**src/rtl/sequential_divider.sv**
```systemverilog
// sequential_divider
// Unsigned restoring shift-and-subtract divider. One quotient bit is
// produced per clock; the controller FSM, iteration counter and the
// A (partial remainder) / Q (dividend -> quotient) / M (divisor)
// datapath all live in this block. The start/ready handshake matches the
// shift-and-add multiplier so both can hang off the same sequencer.
module sequential_divider #(
    parameter int WIDTH = 8
) (
    input  logic             clock,
    input  logic             n_reset,
    input  logic             start,
    input  logic [WIDTH-1:0] dividend,
    input  logic [WIDTH-1:0] divisor,
    output logic [WIDTH-1:0] quotient,
    output logic [WIDTH-1:0] remainder,
    output logic             ready,
    output logic             busy,
    output logic             div_by_zero
);

    localparam int CNT_W = (WIDTH > 1) ? $clog2(WIDTH) : 1;

    // Controller states; kept as plain constants so the encoding matches
    // the multiplier's controller bit for bit.
    localparam logic [1:0] ST_IDLE    = 2'd0;
    localparam logic [1:0] ST_WORKING = 2'd1;
    localparam logic [1:0] ST_DONE    = 2'd2;

    localparam logic [CNT_W-1:0] CNT_LAST = CNT_W'(WIDTH - 1);

    logic [1:0]       state_q, state_d;
    logic [WIDTH-1:0] a_q, a_d;
    logic [WIDTH-1:0] q_q, q_d;
    logic [WIDTH-1:0] m_q, m_d;
    logic [CNT_W-1:0] count_q, count_d;
    logic             dbz_q, dbz_d;

    // One restoring step: shift the next dividend bit into the partial
    // remainder and try to subtract the divisor. The extra top bit of the
    // difference is the borrow, which decides whether to keep or restore.
    logic [WIDTH:0] shifted;
    logic [WIDTH:0] trial;
    logic           borrow;

    // Trial subtraction for the current iteration.
    always_comb begin
        shifted = {a_q, q_q[WIDTH-1]};
        trial   = shifted - {1'b0, m_q};
        borrow  = trial[WIDTH];
    end

    // Next-state and datapath update.
    always_comb begin
        // NOTE: every signal gets a hold value first so no path through the
        // case leaves one unassigned; otherwise synthesis infers a latch.
        state_d = state_q;
        a_d     = a_q;
        q_d     = q_q;
        m_d     = m_q;
        count_d = count_q;
        dbz_d   = dbz_q;

        case (state_q)
            ST_IDLE, ST_DONE: begin
                if (start) begin
                    if (divisor != '0) begin
                        a_d     = '0;
                        q_d     = dividend;
                        m_d     = divisor;
                        count_d = CNT_LAST;
                        dbz_d   = 1'b0;
                        state_d = ST_WORKING;
                    end else begin
                        // Division by zero short-circuits: all-ones
                        // quotient, dividend returned as the remainder.
                        a_d     = dividend;
                        q_d     = '1;
                        dbz_d   = 1'b1;
                        state_d = ST_DONE;
                    end
                end
            end

            ST_WORKING: begin
                if (!borrow) begin
                    a_d = trial[WIDTH-1:0];
                    q_d = {q_q[WIDTH-2:0], 1'b1};
                end else begin
                    a_d = shifted[WIDTH-1:0];
                    q_d = {q_q[WIDTH-2:0], 1'b0};
                end

                if (count_q == '0) begin
                    state_d = ST_DONE;
                end else begin
                    count_d = count_q - 1'b1;
                end
            end

            default: begin
                state_d = ST_IDLE;
            end
        endcase
    end

    // State and datapath registers; reset aborts any division in flight.
    always_ff @(posedge clock or negedge n_reset) begin
        if (!n_reset) begin
            state_q <= ST_IDLE;
            a_q     <= '0;
            q_q     <= '0;
            m_q     <= '0;
            count_q <= '0;
            dbz_q   <= 1'b0;
        end else begin
            // NOTE: non-blocking assignments so every register samples the
            // pre-edge values; blocking here would chain A/Q updates.
            state_q <= state_d;
            a_q     <= a_d;
            q_q     <= q_d;
            m_q     <= m_d;
            count_q <= count_d;
            dbz_q   <= dbz_d;
        end
    end

    // Outputs come straight from registers or a decode of the state
    // register, so there is no combinational path from any input.
    assign quotient    = q_q;
    assign remainder   = a_q;
    assign ready       = (state_q == ST_DONE);
    assign busy        = (state_q == ST_WORKING);
    assign div_by_zero = dbz_q;

endmodule

```
**config.mk**
```make
export PLATFORM = sky130hd
export DESIGN_NAME = sequential_divider
export DESIGN_NICKNAME = d
export VERILOG_FILES = /design/src/rtl/sequential_divider.sv
export SDC_FILE = /design/constraint.sdc
export NUM_CORES = 1
export LEC_CHECK = 0
export ABC_AREA = 1
export CORE_AREA = 5 5 67 69
export CTS_CLUSTER_SIZE = 24
export DETAILED_ROUTE_END_ITERATION = 16
export DIE_AREA = 0 0 72 74
export HOLD_SLACK_MARGIN = 0.1
export MAX_ROUTING_LAYER = met4
export PLACE_DENSITY_LB_ADDON = 0.3
export REMOVE_ABC_BUFFERS = 1
export SLEW_MARGIN = 20
export SYNTH_ARGS = -nofsm -noshare
export SYNTH_HDL_FRONTEND = slang
export SYNTH_SLANG_ARGS = --single-unit
export TNS_END_PERCENT = 30
```
**constraint.sdc**
```tcl
create_clock -name clock -period 3.75 [get_ports clock]
set_input_delay 0.75 -clock clock [delete_from_list [all_inputs] [get_ports clock]]
set_output_delay 0.75 -clock clock [all_outputs]
set_load 0.02 [all_outputs]
```
# Word-level counts from Yosys, hierarchy flattened
# Cells that the tools add are included.
# op_classes
n_reduce_logical	10
muxes	17
addsub	2
eq_ne	6
# op_table
operator	count
$mux W8	5
$pmux W8 S2	2
$mux W3	3
$sub A9 B8 Y9	1
$reduce_bool A8 Y1	1
$mux W2	3
$ne A2 B2 Y1 const B	3
$pmux W3 S2	1
$reduce_and A2 Y1	3
$pmux W2 S2	1
$reduce_and A4 Y1	1
$logic_not A3 Y1	1
$reduce_and A3 Y1	1
$sub A3 B1 Y3 const B	1
$eq A2 B1 Y1 const B	1
$eq A2 B2 Y1 const B	1
$logic_not A2 Y1	1
$mux W1	2
$ne A2 B1 Y1 const B	1
$reduce_bool A2 Y1	1
$reduce_or A2 Y1	1
# totals
out_inout_bits	19
word_cells	41
ff_bits	30
inputBits	19

# Longest topological paths before layout
# depth
word_depth	4
ltp_mapped	13
ltp_nobuf	13

# Least setup slack after synthesis
# Ideal clock, no wire load.
# synth_timing
path_type	reg2reg
from	register q_q[7] (netlist: quotient[7])
to	register a_q[7] (netlist: remainder[7])
arrival_ns	1.808
required_ns	3.630
n_path_buf	0
path_slack_ns	1.822
period_less_slack_ns	1.928
stages_incl_launch_ff	13
setup_time_ns	0.120
path_cell_list	dfrtp_1 > inv_1 > ha_1 > inv_1 > fa_1 > nand2_1 > nand2_1 > nand3_4 > nand3_4 > nand2_4 > nand3_1 > nand2_1 > a21oi_2
# synth_between
elab_chain_len	3
# synth_lines
element	line	text
start: declaration	34	logic [WIDTH-1:0] q_q, q_d;
start signal: assignment	121	q_q <= q_d;
$sub A9 B8 Y9	49	trial = shifted - {1'b0, m_q};
$mux W8	86	if (!borrow) begin
$pmux W8 S2	64	case (state_q)
end signal: assignment	111	a_q <= '0;
end signal: assignment	120	a_q <= a_d;
end: declaration	33	logic [WIDTH-1:0] a_q, a_d;
# Every way passes these cells.
# A chain may end at the register's enable or synchronous reset.

# Worst setup path in the final report
# layout_timing
from	register state_q[1]
to	output port busy
# layout_between
elab_chain_len	1
# layout_lines
element	line	text
start: declaration	32	logic [1:0] state_q, state_d;
start signal: assignment	119	state_q <= state_d;
$eq A2 B1 Y1	133	assign busy = (state_q == ST_WORKING);
end: declaration	18	output logic busy,
# Every way passes these cells.

==> summary.md <==
| Metric | Value |
|---|---|
| Levels on crit path | 4 |
| Crit path max-delay family | buffers and inverters |
| Post-DRT Antenna Nets | 0 |
| Endpoints failing hold | 0 |
| Final Routed Wirelength | approximately 4500 um |
| CP Cell Sequence | inv_1 > nand2_1 > inv_1 > clkdlybuf4s50_1 |
| Crit end category | output port |
| Clock tree buffer depth | 2 |
| Share of cells above drive strength 1 | 0.104 |
| Die Y | between 70 and 80 um |
| Post-CTS Setup Inserts | 0 |
| Crit share post-route | 0.677 |
| Row count | 23 |
| Max Freq | around 400 MHz |
| Setup_tns | 0 ns |
| First-pass DRT Iterations | 4 |
| Slowest cell on the critical path | clkdlybuf4s50_1 |
| Antenna cells | 0 |
| 1st-iter DRT viols | 97 |
| Wire per inst | 12.6 um |
| Mapped Avg Cell Area | 7.58 um^2 |
| RSZ-0062 raised after global routing | no |
| GPL Wtd Cong | about 0.89 |
| Sequential area share after synthesis | 0.371 |
| CTS Buf Count | 5 |
| Clk_lat worst skew | 0.28 ns |
| Hold_buf cts | 0 |
| Total GRT Usage | 0.196 |
| Die Area | 5330 um^2 |
| CTS tree | yes |
| DP Wirelength | approximately 3400 um |
| Critical Path Sink | busy |
| Worst setup startpoint | state_q[1] |
| Outcome | complete, no violations |
| Boundary Pins | 38 |
| Critical path class | flop to output port |
| Root buffer cell | clkbuf_8 |
| Length in cells of the worst reg-to-reg path | 13 |
| Tightest Hold Check Type | flop to flop |
| Final core occ | 0.661 |
| Core footprint | 3860 um^2 |
| Post-synthesis sequential element count | 30 |
| Residual DRC count | 0 |
| Clock Pin Slew Worst Setup and Hold Paths | 0.07 ns |
| Final setup fails | 0 |
| Total gr overflow | 0 |
| Fin nets | approximately 340 |
| Slew headroom | 0.563 |
| Synthesized cell area | between 2000 and 2500 um^2 |
| # clock sinks | 30 |
| Worst Max-Slew Pin Slew | between 0.6 and 0.7 ns |
| Reg area | 751 um^2 |
| Initial antenna violation count | 0 |
| Multi-input logic area | 1050 um^2 |
| Count of cell types in the netlist | 29 |
| Via density | around 5 |
| Fin crit period | between 2 and 3 ns |
| Cell mode on critical path | inv_1 |
| Mapped Cells | 267 |
| Crit path buf inv count | 3 |
| Final Max Slew Viols | 0 |
| WP data required | about 3 ns |
| Number of global-route vias before repair | approximately 1,800 |
| # port buffers | 37 |
| Die X | between 70 and 80 um |
| Setup slack, reg-to-reg | about 1.7 ns |
| Fill cell count | 356 |
| Layout area overhead | 26.0% |
| Arrival time worst endpoint | between 1.5 and 2 ns |
| YS warnings | 0 |
| Critical R2R Launch | quotient[7] |
| Crit Reg-Reg Endpoint | remainder[6] |
| Post-CTS resize count | 0 |
| Vias | ~1,800 |
| Initial Utilization | 0.525 |
| Worst path max stage delay | 0.70 ns |
| Max-cap violations | 0 |
| CP max FO | 13 |
| Largest net degree at the start of global routing | 31 |
| Global-route wire length before repair | ~8000 um |
| Startpoint types | flop |
| Skew final | slightly below 0.005 ns |
| H-tree levels | 2 |
synth_stat cells (all sizes together):
master | n | share of area
o32ai | 1 | 0.0043
o311ai | 1 | 0.0043
ha | 10 | 0.062
nand3b | 5 | 0.019
a22oi | 8 | 0.030
nand2 | 59 | 0.12
buf | 3 | 0.0087
mux2 | 1 | 0.0056
o21ai | 15 | 0.037
nand3 | 30 | 0.087
nor2 | 23 | 0.046
xnor2 | 4 | 0.017
o221ai | 1 | 0.0043
or2 | 2 | 0.0074
a21oi | 18 | 0.061
clkbuf | 4 | 0.0074
inv | 50 | 0.093
a21o | 1 | 0.0037
fa | 1 | 0.0099
dfrtp | 30 | 0.37
final cells by class:
class | count | area share
clock buffers | 6 | 0.0324
clock inverters | 2 | 0.00491
inverters | 50 | 0.0736
multi-input cells | 180 | 0.413
flip-flops and latches | 30 | 0.295
well taps | 50 | 0.0245
repair buffers | 41 | 0.157
cell families (layout without fill, tap and decap cells):
logic type | Yosys count | after routing | share of synthesized area
simple gates | 119 | 119 | 0.281
buf+inv | 57 | 99 | 0.109
compound gates | 45 | 45 | 0.145
flops | 30 | 30 | 0.371
fa+ha+maj | 11 | 11 | 0.0717
xor+xnor | 4 | 4 | 0.0173
mux | 1 | 1 | 0.00557
flip-flops by register name, summed over array words and instances, names as in the netlist:
| name | flops |
|---|---|
| quotient | 8 |
| remainder | 8 |
| count_q | 3 |
| div_by_zero | 1 |
| m_q | 8 |
| state_q | 2 |
per-layer routing:
layer	GRT usage	share of wire
met5	-	0
met4	0.0772	0.019
met3	0.0473	0.045
met2	0.320	0.47
met1	0.233	0.47
how the worst min path moves through the flow:
stage	to	start	cells past startpoint	slack, ns
4_1_cts	m_q[0]	m_q[0]	1	0.53
2_1_floorplan	count_q[0]	n_reset	0	0.45
6_report	m_q[0]	m_q[0]	1	0.52
5_1_grt	m_q[0]	m_q[0]	1	0.54
3_3_place_gp	m_q[0]	m_q[0]	1	0.51
3_5_place_dp	m_q[0]	m_q[0]	1	0.51
cell usage in the layout, fill, tap and decap left out, types with 5 or more instances in the layout:
master and n:
nand2_1 55, inv_1 49, clkdlybuf4s50_1 37, dfrtp_1 30, nand3_1 28, nor2_1 20, o21ai_0 15, a21oi_1 11
ha_1 10, a22oi_1 8, a21oi_2 6, clkbuf_8 6, nand3b_1 5
stage by stage:
step	hold slack (ns)	setup slack [ns]	area (um^2)	instances
4_1_cts	0.529	1.22	2550	359
2_1_floorplan	0.454	1.81	1990	260
6_report	0.522	1.21	2550	359
3_3_place_gp	0.514	1.11	2450	351
5_1_grt	0.541	1.08	2550	359
3_5_place_dp	0.513	1.10	2450	351
Power is not shown: default switching activity piles up to over one toggle a cycle in this logic, so the estimate is an artifact.
